## src/rtl/stepgen_multi.sv

```systemverilog
// Multi-channel step/direction pulse generator with a Wishbone register port.
// Each channel has its own IDLE/SETUP/RUN sequencer, its own timing registers
// and its own done flag. irq is the registered OR of all done flags.
module stepgen_multi #(
  parameter int CHANNELS  = 2,
  parameter int CNT_W     = 16,
  parameter int DIR_SETUP = 4
) (
  input  logic                sys_clk,
  input  logic                sys_rst,
  input  logic                wb_cyc,
  input  logic                wb_stb,
  input  logic                wb_we,
  input  logic [3:0]          wb_sel,
  input  logic [7:0]          wb_adr,
  input  logic [31:0]         wb_dat_w,
  output logic [31:0]         wb_dat_r,
  output logic                wb_ack,
  output logic [CHANNELS-1:0] step,
  output logic [CHANNELS-1:0] dir,
  output logic                irq
);

  localparam int PW = CNT_W + 1;

  typedef enum logic [1:0] {IDLE, SETUP, RUN} state_t;

  // Period length actually used: at least PULSE+1 so there is a low phase, and at least 2.
  function automatic logic [PW-1:0] calc_period(input logic [CNT_W-1:0] per,
                                                input logic [CNT_W-1:0] pul);
    logic [PW-1:0] p;
    p = {1'b0, per};
    if (({1'b0, pul} + PW'(1)) > p) p = {1'b0, pul} + PW'(1);
    if (p < PW'(2)) p = PW'(2);
    return p;
  endfunction

  // High time actually used: a zero PULSE still produces a one-clock pulse.
  function automatic logic [CNT_W-1:0] calc_high(input logic [CNT_W-1:0] pul);
    return (pul == '0) ? CNT_W'(1) : pul;
  endfunction

  state_t              r_state [CHANNELS];
  logic [PW-1:0]       r_ph    [CHANNELS];
  logic [PW-1:0]       r_p     [CHANNELS];
  logic [CNT_W-1:0]    r_h     [CHANNELS];
  logic [CNT_W-1:0]    r_rem   [CHANNELS];
  logic [CNT_W-1:0]    r_period[CHANNELS];
  logic [CNT_W-1:0]    r_pulse [CHANNELS];
  logic [CHANNELS-1:0] r_dir;
  logic [CHANNELS-1:0] r_done;
  logic                r_ack;
  logic [31:0]         r_dat;
  logic                r_irq;

  state_t              w_state_nxt [CHANNELS];
  logic [PW-1:0]       w_ph_nxt    [CHANNELS];
  logic [PW-1:0]       w_p_nxt     [CHANNELS];
  logic [CNT_W-1:0]    w_h_nxt     [CHANNELS];
  logic [CNT_W-1:0]    w_rem_nxt   [CHANNELS];
  logic [CNT_W-1:0]    w_period_nxt[CHANNELS];
  logic [CNT_W-1:0]    w_pulse_nxt [CHANNELS];
  logic [CHANNELS-1:0] w_dir_nxt;
  logic [CHANNELS-1:0] w_done_nxt;
  logic [CHANNELS-1:0] w_hit;

  logic                w_req;
  logic                w_wr;
  logic [5:0]          w_ch;
  logic [1:0]          w_reg;
  logic [CNT_W-1:0]    w_cnt;
  logic [31:0]         w_dat_rd;
  logic                w_unused;

  // A request is accepted only when no ack is pending, so acks never come back-to-back.
  assign w_req    = wb_cyc & wb_stb & ~r_ack;
  assign w_wr     = w_req & wb_we;
  assign w_ch     = wb_adr[7:2];
  assign w_reg    = wb_adr[1:0];
  assign w_cnt    = wb_dat_w[CNT_W-1:0];
  assign w_unused = ^{wb_sel, wb_dat_w};

  assign wb_ack   = r_ack;
  assign wb_dat_r = r_dat;
  assign dir      = r_dir;
  assign irq      = r_irq;

  // Per-channel write decode; addresses of channels beyond CHANNELS hit nothing.
  always_comb begin
    w_hit = '0;
    for (int c = 0; c < CHANNELS; c++) begin
      w_hit[c] = w_wr && (w_ch == 6'(c));
    end
  end

  // Read data mux; unimplemented bits and absent channels read as zero.
  always_comb begin
    w_dat_rd = '0;
    for (int c = 0; c < CHANNELS; c++) begin
      if (w_ch == 6'(c)) begin
        case (w_reg)
          2'd0:    w_dat_rd = 32'(r_period[c]);
          2'd1:    w_dat_rd = 32'(r_pulse[c]);
          2'd2:    w_dat_rd = 32'(r_rem[c]);
          default: w_dat_rd = {30'b0, r_done[c], r_state[c] != IDLE};
        endcase
      end
    end
  end

  // Step pads decode straight from the sequencer registers.
  always_comb begin
    step = '0;
    for (int c = 0; c < CHANNELS; c++) begin
      step[c] = (r_state[c] == RUN) && (r_ph[c] < {1'b0, r_h[c]});
    end
  end

  // Next-state logic for every channel; abort is applied last so it overrides completion.
  always_comb begin
    w_dir_nxt  = r_dir;
    w_done_nxt = r_done;
    for (int c = 0; c < CHANNELS; c++) begin
      w_state_nxt[c]  = r_state[c];
      w_ph_nxt[c]     = r_ph[c];
      w_p_nxt[c]      = r_p[c];
      w_h_nxt[c]      = r_h[c];
      w_rem_nxt[c]    = r_rem[c];
      w_period_nxt[c] = r_period[c];
      w_pulse_nxt[c]  = r_pulse[c];

      if (w_hit[c] && w_reg == 2'd0) w_period_nxt[c] = w_cnt;
      if (w_hit[c] && w_reg == 2'd1) w_pulse_nxt[c]  = w_cnt;
      // Clear first so a completion in the same cycle wins.
      if (w_hit[c] && w_reg == 2'd3 && wb_dat_w[1]) w_done_nxt[c] = 1'b0;

      case (r_state[c])
        IDLE: begin
          if (w_hit[c] && w_reg == 2'd2 && w_cnt != '0) begin
            w_state_nxt[c] = SETUP;
            w_ph_nxt[c]    = '0;
            w_rem_nxt[c]   = w_cnt;
            w_dir_nxt[c]   = wb_dat_w[31];
            w_done_nxt[c]  = 1'b0;
          end
        end
        SETUP: begin
          if (r_ph[c] == PW'(DIR_SETUP - 1)) begin
            w_state_nxt[c] = RUN;
            w_ph_nxt[c]    = '0;
            w_p_nxt[c]     = calc_period(r_period[c], r_pulse[c]);
            w_h_nxt[c]     = calc_high(r_pulse[c]);
          end else begin
            w_ph_nxt[c] = r_ph[c] + PW'(1);
          end
        end
        RUN: begin
          if (r_ph[c] == r_p[c] - PW'(1)) begin
            w_rem_nxt[c] = r_rem[c] - CNT_W'(1);
            w_ph_nxt[c]  = '0;
            if (r_rem[c] == CNT_W'(1)) begin
              w_state_nxt[c] = IDLE;
              w_done_nxt[c]  = 1'b1;
            end else begin
              w_p_nxt[c] = calc_period(r_period[c], r_pulse[c]);
              w_h_nxt[c] = calc_high(r_pulse[c]);
            end
          end else begin
            w_ph_nxt[c] = r_ph[c] + PW'(1);
          end
        end
        default: w_state_nxt[c] = IDLE;
      endcase

      if (w_hit[c] && w_reg == 2'd3 && wb_dat_w[0]) begin
        w_state_nxt[c] = IDLE;
        w_ph_nxt[c]    = '0;
        w_rem_nxt[c]   = '0;
        w_done_nxt[c]  = wb_dat_w[1] ? 1'b0 : r_done[c];
      end
    end
  end

  // State, timing and bus registers; reset clears everything.
  always_ff @(posedge sys_clk) begin
    if (sys_rst) begin
      for (int c = 0; c < CHANNELS; c++) begin
        r_state[c]  <= IDLE;
        r_ph[c]     <= '0;
        r_p[c]      <= '0;
        r_h[c]      <= '0;
        r_rem[c]    <= '0;
        r_period[c] <= '0;
        r_pulse[c]  <= '0;
      end
      r_dir  <= '0;
      r_done <= '0;
      r_ack  <= 1'b0;
      r_dat  <= '0;
      r_irq  <= 1'b0;
    end else begin
      for (int c = 0; c < CHANNELS; c++) begin
        r_state[c]  <= w_state_nxt[c];
        r_ph[c]     <= w_ph_nxt[c];
        r_p[c]      <= w_p_nxt[c];
        r_h[c]      <= w_h_nxt[c];
        r_rem[c]    <= w_rem_nxt[c];
        r_period[c] <= w_period_nxt[c];
        r_pulse[c]  <= w_pulse_nxt[c];
      end
      r_dir <= w_dir_nxt;
      r_done <= w_done_nxt;
      r_ack <= w_req;
      if (w_req && !wb_we) r_dat <= w_dat_rd;
      r_irq <= |r_done;
    end
  end

endmodule
```

## config.mk

```make
export PLATFORM = sky130hd
export DESIGN_NAME = stepgen_multi
export DESIGN_NICKNAME = d
export VERILOG_FILES = /design/src/rtl/stepgen_multi.sv
export SDC_FILE = /design/constraint.sdc
export NUM_CORES = 1
export LEC_CHECK = 0
export CORE_MARGIN = 4
export CORE_UTILIZATION = 53
export CTS_BUF_LIST = sky130_fd_sc_hd__clkbuf_8
export DETAILED_ROUTE_END_ITERATION = 10
export MAX_ROUTING_LAYER = met4
export PLACE_DENSITY = 0.8
export REMOVE_ABC_BUFFERS = 1
export SYNTH_ARGS = -nofsm -noshare
export SYNTH_HDL_FRONTEND = slang
export SYNTH_SLANG_ARGS = --single-unit
```

## constraint.sdc

```tcl
create_clock -name sys_clk -period 5.1 [get_ports sys_clk]
set_input_delay 0.51 -clock sys_clk [delete_from_list [all_inputs] [get_ports sys_clk]]
set_output_delay 0.51 -clock sys_clk [all_outputs]
set_load 0.02 [all_outputs]
```

==> key figures, run 1 <==
Synth
  – Post-synth ARST share: 0%
  – Register area share after synthesis: 30.5%
  – Top FF cell, synth: dfxtp_1
  – Synth cell types: 81
  – Synth warn: 0
  – Post-synthesis register bit count: 222
  – Number of flops mapped to enable cells by yosys: 0
  – Post-Synthesis Cell Area: roughly 15,000 µm²
  – Mean post-synth cell area: 7.81 µm²
  – Mapped Cells: 1,866

Critical path
  – Worst r2r src: r_p[0][0]
  – Worst path required time: about 5.6 ns
  – Crit end category: register
  – Buffers and inverters on the worst path: 2
  – Worst Path Arrival: ~4.7 ns
  – CP Cell Sequence: inv_1, ha_1, nor3b_1, nand4_1, xnor2_1, and4_1, nand3b_1, nor3_1, a41o_1, buf_4, nor2_1, a211oi_1
  – Critical path origin: r_p[0][0]
  – CP max stage delay: 0.82 ns
  – Delay-heaviest family, CP: simple AND/OR/NAND/NOR gates
  – WS Path Type: register to register
  – Critical-path maximum fanout: 25
  – Worst path slowest cell: a41o_1
  – Worst Setup Start Kind: register

Timing
  – RSZ-0062 raised after global routing: false
  – Slew HR: between 20% and 30%
  – Fmax: approximately 240 MHz
  – Setup Viol. Count Final: 0
  – TNS Setup: 0 ns
  – Post-Route Skew: 0.0450 ns
  – Pins Over Slew Limit: 0
  – Final hold vios: 0
  – Final critical-path share of the clock period: 82.2%
  – Slew @ Worst Pin: 1.20 ns
  – Min Tclk post-route: between 4 and 5 ns

Global routing
  – Tot GR Track Use: 29.0%
  – Vias in the first global route: 12,900
  – Initial antenna violation count: 0
  – First-pass GRT wire length: about 70,000 µm
  – Largest net degree at the start of global routing: 79
  – GRT Residual Overflow: 0

Power and ir drop
  – Leak Pwr: 6.50 nW
  – Worst VDD drop: 347 µV
  – Pwr dens: 232 nW/µm²
  – Power Total: roughly 3.7 mW

Routing
  – Wire length per cell: 19.8 µm
  – Vias per cell: 6.30
  – DR iter-0 viols: 1,560
  – 1st-pass router iterations: 6
  – DR DRC count: 0
  – WL final: 44,300 µm
  – DR vias: ~14,000
  – DRT antenna net count: 0

Worst hold path
  – Hold_sp: r_h[0][8]
  – Hold crit path type: register to register

Final layout
  – # diodes: 0
  – Post-layout util: 59.2%
  – Fillers: roughly 2,400
  – Final instance area: around 16,000 µm²
  – Layout cells sized above 1: 6.74%
  – Layout Area Growth over Synthesis: 9.84%
  – Fin cells: about 2,200
  – Final layout net count: 2,003

Flow run
  – Max Cap Violations: 0

Floorplanning
  – Initial core utilization: 53.9%
  – Die area: 30,200 µm²
  – Row Count: 60
  – Core Region: roughly 27,000 µm²
  – Die Ht: 174 µm
  – Die Wd: between 150 and 200 µm
  – IO Pins: 87

Placement
  – HPWL Detailed: between 30,000 and 40,000 µm
  – Number of buffers added on ports: 51
  – Dpl cells: 2,172
  – Area after DPL: between 15,000 and 20,000 µm²
  – GP Congestion: 0.991

Clock network
  – H-tree levels: 2
  – Postcts setup bufs: 0
  – TritonCTS buffer count: 39
  – Clk root buf: clkbuf_8
  – Clock buffer depth: 3
  – CTS hold repair buffers: 0
  – Clock-pin slew of the registers on the worst-case setup and hold paths: 0.06 ns
  – CTS tree: yes
  – Post-cts resize count: 0
  – CTS Sinks: between 200 and 250
  – Worst-Skew Late Latency: between 0.5 and 0.6 ns

Outcome
  – Outcome: finished, final reports clean
## worst reg2reg max path: cells and delay by family (launching register included)
family | cells | cell delay (ns)
fa+ha+maj | 1 | 0.25
simple gates | 6 | 1.79
xor+xnor | 1 | 0.27
buf+inv | 2 | 0.38
compound gates | 2 | 1.04
flops | 1 | 0.37
## registers in the layout (all words and copies together), names as in the netlist
signal,cells
dir,2
irq,1
r_done,2
r_h,32
r_p,34
r_period,32
r_ph,34
r_pulse,32
r_rem,32
r_state,4
wb_ack,1
wb_dat_r,16
## through the flow
stage	hold WS, ns	setup WS [ns]
2_1_floorplan	0.426	1.06
3_3_place_gp	0.440	1.13
3_5_place_dp	0.447	1.05
4_1_cts	0.453	1.03
5_1_grt	0.470	0.701
6_report	0.451	0.906
## cell families (layout without fill, tap and decap cells)
| family | after synthesis | in the layout | synth area share (%) |
|---|---|---|---|
| mux | 116 | 116 | 8.44 |
| xor+xnor | 79 | 79 | 4.75 |
| fa+ha+maj | 82 | 82 | 7.04 |
| simple gates | 704 | 704 | 23.6 |
| flops | 222 | 222 | 30.5 |
| compound gates | 421 | 421 | 18.8 |
| buf+inv | 241 | 258 | 6.83 |
| other cells | 1 | 16 | 0.0257 |
## Yosys cell counts (7+ instances only)
| cell | number | area share [%] |
|---|---|---|
| and3_1 | 30 | 1.3 |
| a221oi_1 | 7 | 0.42 |
| mux2i_1 | 97 | 6.7 |
| clkbuf_1 | 98 | 2.5 |
| buf_4 | 17 | 0.88 |
| a21oi_1 | 143 | 4.9 |
| nand2_1 | 226 | 5.8 |
| a41oi_1 | 10 | 0.60 |
| and2_1 | 8 | 0.34 |
| nand3_1 | 49 | 1.7 |
| o21ai_0 | 58 | 2.0 |
| o22ai_1 | 7 | 0.30 |
| nor2_1 | 168 | 4.3 |
| dfxtp_1 | 222 | 30 |
| a211oi_1 | 29 | 1.5 |
| nor3_1 | 50 | 1.7 |
| nand2b_1 | 28 | 1.2 |
| xor2_1 | 28 | 1.7 |
| o21ai_1 | 16 | 0.55 |
| and4_1 | 10 | 0.60 |
| or4_1 | 7 | 0.36 |
| nor4b_1 | 10 | 0.60 |
| a22oi_1 | 19 | 0.98 |
| inv_1 | 110 | 2.8 |
| o211ai_1 | 13 | 0.67 |
| or3_1 | 16 | 0.69 |
| buf_2 | 9 | 0.31 |
| mux2_2 | 15 | 1.2 |
| nand4_1 | 27 | 1.2 |
| ha_1 | 82 | 7.0 |
| xnor2_1 | 51 | 3.1 |
| nor4_1 | 39 | 1.7 |
| a31oi_1 | 21 | 0.90 |
| a21o_1 | 23 | 1.2 |
## final timing paths
kind | endpoint | slack [ns] | depth (start not counted)
worst min-delay path | r_h[0][8] | 0.45 | 2
worst max register to register | r_p[0][12] | 0.91 | 12
worst max-delay path | r_p[0][12] | 0.91 | 12
worst min register to register | r_h[0][8] | 0.45 | 2
## cell usage in the layout (no fill, tap or decap), types with 7 or more instances in the layout
cell type        synthesis  final
nand2_1                226    226
dfxtp_1                222    222
nor2_1                 168    167
a21oi_1                143    142
inv_1                  110    121
mux2i_1                 97     97
ha_1                    82     82
o21ai_0                 58     58
xnor2_1                 51     51
nand3_1                 49     49
nor3_1                  50     49
clkdlybuf4s50_1          0     49
clkbuf_8                 0     43
nor4_1                  39     39
and3_1                  30     30
buf_4                   17     30
a211oi_1                29     29
xor2_1                  28     28
nand2b_1                28     28
nand4_1                 27     27
a21o_1                  23     23
a31oi_1                 21     21
a22oi_1                 19     19
or3_1                   16     16
o21ai_1                 16     16
conb_1                   1     16
mux2_2                  15     15
o211ai_1                13     13
and4_1                  10     10
nor4b_1                 10     10
a41oi_1                 10      9
and2_1                   8      8
a221oi_1                 7      7
or4_1                    7      7
o22ai_1                  7      7
## power by group
| group | internal [mW] | leakage [nW] | switching, mW | total [mW] |
|---|---|---|---|---|
| clock | 0.935 | 0.446 | 0.766 | 1.70 |
| sequential | 1.75 | 1.79 | 0.0110 | 1.76 |
| combinational | 0.0838 | 4.26 | 0.166 | 0.250 |
## cell type report
| type | instances | area [µm²] | share of cell area, % |
|---|---|---|---|
| clock buffer | 43 | 592 | 3.70 |
| clock inverter | 24 | 199 | 1.24 |
| inverter | 111 | 417 | 2.60 |
| multi-input combinational | 1418 | 9210 | 57.5 |
| sequential | 222 | 4440 | 27.8 |
| tap | 341 | 427 | 2.67 |
| timing repair buffer | 80 | 721 | 4.50 |
## layer usage
| layer | GRT usage [%] | vias up | wire length (µm) |
|---|---|---|---|
| met4 | 10.9 | 0 | 1800 |
| li1 | - | 6656 | - |
| met1 | 40.4 | 6608 | 19100 |
| met5 | - | - | 0 |
| met2 | 41.7 | 705 | 18900 |
| met3 | 5.50 | 129 | 4500 |
No activity file was read; power rests on OpenSTA's default activity.
==> run 2, diff against run 1 <==
Clock period 5.1 ns to 4.1 ns, I/O delays scaled along.
==> run 2 against run 1 <==
Compared with the run above: utilization rose by 1.2 points; non-clock buffer count rose by 32; total power is 28% higher; hold slack got worse by 0.18 ns; first-iteration DRC count up 25%; clock power increased by 31%; register-to-register slack worse by 0.61 ns; count of clock-buffer cells in the layout rose by 6; final area rose by 2.0%; critical path type is now register to primary output; highest routed layer unchanged.
==> key figures, run 2 (synthesized netlist as in run 1, its figures left out) <==
Outcome
  – Outcome: finished, final reports clean

Clock network
  – TritonCTS buffer count: 40 (+2.6%)
  – Clock-pin slew of the registers on the worst-case setup and hold paths: 0.06 ns (about the same)
  – Post-cts resize count: 0 (unchanged)
  – H-tree levels: 2 (unchanged)
  – CTS tree: yes
  – Postcts setup bufs: 0 (unchanged)
  – CTS Sinks: 222 (unchanged)
  – Clock buffer depth: 3 (unchanged)
  – Worst-Skew Late Latency: 0.60 ns (+0.02 ns)
  – Clk root buf: clkbuf_8
  – CTS hold repair buffers: 0 (unchanged)

Final layout
  – Regs by FF count: r_p: 34 flops, r_ph: 34 flops
  – Sequential cell area: 4440 µm² (unchanged)
  – Fin cells: 2,278 (+1.7%)
  – Layout cells sized above 1: 8.47% (+1.7 points)
  – Multi-input gate area: 9210 µm² (about the same)
  – # diodes: 0 (unchanged)
  – Most frequent cells in the layout: 226 x nand2_1, 222 x dfxtp_1, 167 x nor2_1, 142 x a21oi_1, 125 x inv_1
  – Fillers: 2,404 (-1.4%)
  – Layout Area Growth over Synthesis: 12.1%
  – Most common cell after layout, fill and taps aside: nand2_1
  – Post-layout util: 60.4% (+1.2 points)
  – Final layout net count: 2,036 (+1.6%)
  – Final instance area: 16,300 µm² (+2.0%)

Global routing
  – Vias in the first global route: 13,000 (+0.76%)
  – Largest net degree at the start of global routing: 74 (-6.3%)
  – GRT Residual Overflow: 0 (unchanged)
  – Tot GR Track Use: 29.3% (+0.36 points)
  – First-pass GRT wire length: 70,500 µm (+0.74%)
  – Initial antenna violation count: 0 (unchanged)

Power and ir drop
  – Clock power share: 47.0% (+1.1 points)
  – Leak Pwr: 6.71 nW (+3.3%)
  – Power Total: 4.73 mW (+28%)
  – Switching part of the total: 25.9% (+0.42 points)
  – Switching pwr: 1.22 mW (+30%)
  – Comb power frac: 6.9% (+0.2 points)
  – Worst VDD drop: 243 µV (-30%)
  – Internal: 3.51 mW (+27%)
  – Pwr dens: 290 nW/µm² (+25%)
  – Seq pwr share: 46.2% (-1.2 points)

Timing
  – Setup Viol. Count Final: 0 (unchanged)
  – Slew HR: 21.2% (+1.0 points)
  – Min Tclk post-route: 3.86 ns
  – Final hold vios: 0 (unchanged)
  – Pins Over Slew Limit: 0 (unchanged)
  – Setup slack after layout: 0.237 ns (-0.669 ns)
  – Final critical-path share of the clock period: 94.2%
  – Fmax: 259 MHz
  – Slew @ Worst Pin: 1.18 ns (-0.0151 ns)
  – Min Hold Slack: 0.270 ns (-0.180 ns)
  – TNS Setup: 0 ns (unchanged)
  – Post-Route Skew: 0.0627 ns (+0.0177 ns)
  – RSZ-0062 raised after global routing: false

Critical path
  – Worst r2r src: r_pulse[0][16]
  – Worst Setup Start Kind: register
  – WS Path Type: register to primary output
  – Critical path origin: r_ph[0][18]
  – Worst path required time: 3.69 ns (-1.87 ns)
  – Worst Path Arrival: 3.45 ns (-1.20 ns)
  – Reg2Reg Setup Slack: 0.30 ns (-0.61 ns)
  – R2R Path End: r_p[0][25]
  – Reg2reg path depth: 16 (+4)
  – Crit end category: primary output
  – Critical-path maximum fanout: 6 (-76%)

Placement
  – HPWL Detailed: 33,000 µm (+3.8%)
  – Dpl cells: 2,204 (+1.5%)
  – Area after DPL: 15,500 µm² (+1.7%)
  – GP Congestion: 0.978 (-1.3%)
  – Number of buffers added on ports: 51 (unchanged)
  – Pre-CTS setup slack: 0.381 ns (-0.671 ns)

Floorplanning
  – Die area: 30,200 µm² (unchanged)
  – IO Pins: 87 (unchanged)
  – Die Wd: 174 µm (unchanged)
  – Initial core utilization: 53.9% (unchanged)
  – Core Region: 27,000 µm² (unchanged)
  – Die Ht: 174 µm (unchanged)
  – Row Count: 60 (unchanged)

Flow run
  – Max Cap Violations: 0 (unchanged)

Routing
  – DRT antenna net count: 0 (unchanged)
  – Wire length per cell: 19.8 µm (+0.17%)
  – DR iter-0 viols: 1,949 (+25%)
  – 1st-pass router iterations: 6 (unchanged)
  – WL final: 45,100 µm (+1.9%)
  – DR DRC count: 0 (unchanged)
  – DR vias: 14,300 (+1.3%)
  – Vias per cell: 6.27 (-0.48%)

Worst hold path
  – Hold Crit Depth: 2 (unchanged)
  – WHS Endpoint: r_period[0][29]
  – Hold_sp: sys_rst
  – Hold crit path type: input pin to register
-- run 2: changes by cell type in the layout (fill, tap and decap cells not counted), sizes merged --
cell    delta
clkbuf     +6
clkinv     -1
buf       +32
inv        +3
bufinv     -1
-- run 2: layer usage --
layer  vias up  routed length (µm)  GRT usage, %  part of all wire [%]
li1       6728                   -             -                     -
met1      6720               19600          41.4                    43
met2       701               19100          41.6                    42
met3       126                4610          5.71                    10
met4         0                1870          10.9                   4.1
met5         -                   0             -                     0
-- run 2: worst max path at each step --
stage | to
floorplan | r_p[0][0]
global placement | r_rem[0][30]
detailed placement | r_p[0][1]
CTS | step[1]
global route | r_p[0][1]
finish | step[1]
-- run 2: area by class of cell --
class	count	area share, %
multi-input combinational	1418	56.4
clock inverter	25	1.13
inverter	111	2.55
sequential	222	27.2
clock buffer	49	4.13
tap	341	2.61
timing repair buffer	112	5.96
-- run 2: worst max-delay path, stage by stage (launching register included) --
cell and delay (ns):
dfxtp_1 0.46, ha_1 0.29, a21o_1 0.16, a21o_1 0.18, a21o_1 0.18, a21o_1 0.17
a211oi_1 0.26, o21bai_1 0.15, a221oi_1 0.29, o21a_1 0.15, clkdlybuf4s50_1 0.61
-- run 2: power by group through the flow --
stage / combinational [mW] / clock (mW) / sequential (mW)
floorplan: 0.130 / 0 / 2.24
global placement: 0.312 / 0 / 2.23
detailed placement: 0.314 / 0 / 2.23
CTS: 0.316 / 2.25 / 2.18
global route: 0.343 / 2.35 / 2.18
finish: 0.325 / 2.22 / 2.18
==> RTL change, RTL diff (config.mk and constraints of run 2) <==
The output `irq` loses its register stage (`r_irq` becomes a continuous assignment).
--- a/src/rtl/stepgen_multi.sv
+++ b/src/rtl/stepgen_multi.sv
@@ -199,3 +199,2 @@
       r_dat  <= '0;
-      r_irq  <= 1'b0;
     end else begin
@@ -214,5 +213,6 @@
       if (w_req && !wb_we) r_dat <= w_dat_rd;
-      r_irq <= |r_done;
-    end
-  end
+    end
+  end
+
+  assign r_irq = |r_done;
 
Check against the original RTL: no difference found for any inputs over 4 cycles, from zero or initial values and one cycle with sys_rst high; that may be too few to reach the edited logic, so the function may still have changed.
==> RTL change against run 2 <==
- first-iteration DRC count is 6.7% lower
- sequential cell count is 1 lower
- via count is 1.1% higher
- utilization is 0.079 points higher
- routed wire length is 0.81% higher
- die area hardly changed
- power is 0.21% lower
- sequential share of layout area is 0.14 points lower
- combinational power is 17% lower
- area after synthesis hardly changed
- setup slack better by 0.012 ns
- design area is 0.13% higher
==> RTL change: results (changes against run 2) <==
Synthesis
  • Seq/Total Area, Yosys: 0.303 (was 0.305)
  • Syn avg cell area: 7.86 sq um (was 7.81 sq um)
  • XOR/XNOR share of the synthesized area: 0.0538 (was 0.0475)
  • Post-synthesis adder-cell area fraction: 0.0703 (was 0.0704)
  • Mux share of post-synthesis cell area: 0.0990 (was 0.0844)
  • Synth Area in Compound Gates: 0.165 (was 0.188)
  • Post-synth top cells: 221 x dfxtp_1, 172 x nor2_1, 163 x nand2_1, 115 x mux2i_1, 109 x inv_1 (was 226 x nand2_1, 222 x dfxtp_1, 168 x nor2_1, 143 x a21oi_1, 110 x inv_1)
  • Area contributors post-synth: dfxtp_1 30%, mux2i_1 7.9%, ha_1 7.0%, nor2_1 4.4%, nand2_1 4.2% (was dfxtp_1 30%, ha_1 7.0%, mux2i_1 6.7%, nand2_1 5.8%, a21oi_1 4.9%)
  • Distinct cells, synth: 80 (was 81)

Global route
  • Met3 Resource Use GR: 0.0472 (was 0.0571)
  • Met1 GRT Util: 0.405 (was 0.414)
  • Number of global-route vias before repair: 13400 (was 13000)
  • Largest net degree at the start of global routing: 81 (was 74)
  • First-pass GRT wire length: 72600 um (was 70500 um)
  • Total GRT Usage: 0.298 (was 0.293)
  • M2 GR Usage: 0.439 (was 0.416)

Critical path
  • Worst Path Arrival: 3.44 ns (was 3.45 ns)
  • Worst-path maximum fanout: 6 (unchanged)

Place
  • Placed cell area: 15500 sq um (about the same)
  • GPL Wtd Cong: 1.02 (was 0.978)
  • Placed insts: 2180 (was 2204)
  • Dpl ws: 0.235 ns (was 0.381 ns)
  • DP HPWL: 33400 um (was 33000 um)

Routing
  • Total number of vias: 14400 (was 14300)
  • DR iter-0 viols: 1818 (was 1949)
  • TritonRoute pass-1 iters: 7 (was 6)

STA
  • Post-layout min period: 3.85 ns (was 3.86 ns)
  • Post-Route Skew: 0.0486 ns (was 0.0627 ns)
  • Worst rel slew slack: 0.286 (was 0.212)

Run status
  • Outcome: completed (unchanged)

Layout
  • Final #Nets: 2012 (was 2036)
  • Layout Cells excl Fill: 2254 (was 2278)
  • Layout cell share with drive strength beyond 1: 0.0936 (was 0.0847)

Pwr
  • VDD IR-drop max: 246 uV (was 243 uV)
  • Sw Share: 0.251 (was 0.259)
  • Standby leakage power: 6.39 nW (was 6.71 nW)

CTS
  • Setup Buffers After CTS: 0 (unchanged)

Hold path
  • Worst hold start: sys_rst (unchanged)
RTL change: cell types whose count changed after synthesis, sizes merged, moves of 10 or more:
cell and delta:
a21oi -42, nand3 +58, xor2 +13, or4 +10, nand2b -15, mux2i +18
nand4 +14, o31ai +16, nand2 -63, nor3 -10
RTL change: metal layers:
layer / up-vias / part of all wire
met5: - / 0
met2: 820 / 0.43
met4: 0 / 0.051
met3: 178 / 0.10
li1: 6715 / -
met1: 6716 / 0.42
RTL change: power groups by stage:
stage	registers [W]	logic [W]	clock network, W
6_report	0.00216	0.000270	0.00229
5_1_grt	0.00216	0.000284	0.00241
4_1_cts	0.00216	0.000263	0.00230
3_5_place_dp	0.00221	0.000262	0
3_3_place_gp	0.00221	0.000259	0
2_1_floorplan	0.00222	0.0000974	0
RTL change: final cells by class:
type	instances	area (sq um)
fill	2413	10700
multi-input combinational	1395	9220
sequential	221	4430
timing repair buffer	113	981
clock buffer	56	771
tap	341	427
inverter	110	413
clock inverter	18	118
RTL change: metrics by stage:
step / total power, W / util
finish: 0.00472 / 0.605
global route: 0.00486 / 0.605
CTS: 0.00473 / 0.605
detailed placement: 0.00247 / 0.572
global placement: 0.00247 / 0.572
floorplan: 0.00232 / -
RTL change: path summary, 6_finish.rpt:
check                                  to  cells past startpoint
setup / recovery                  step[1]                      9
hold / removal     r_h[0][2]$_SDFFE_PP0P_                      2
setup reg to reg  r_p[0][17]$_SDFFE_PP0P_                     14
hold reg to reg       dir[1]$_SDFFE_PP0P_                      2
RTL change: critical path, cell delays in order (launching register included):
cell and delay [ns]:
dfxtp_1 0.46, ha_1 0.28, a21o_1 0.16, a21o_1 0.17, a21o_1 0.17, a21o_1 0.18
a2111oi_1 0.44, o21bai_1 0.18, a31oi_1 0.21, clkdlybuf4s50_1 0.63
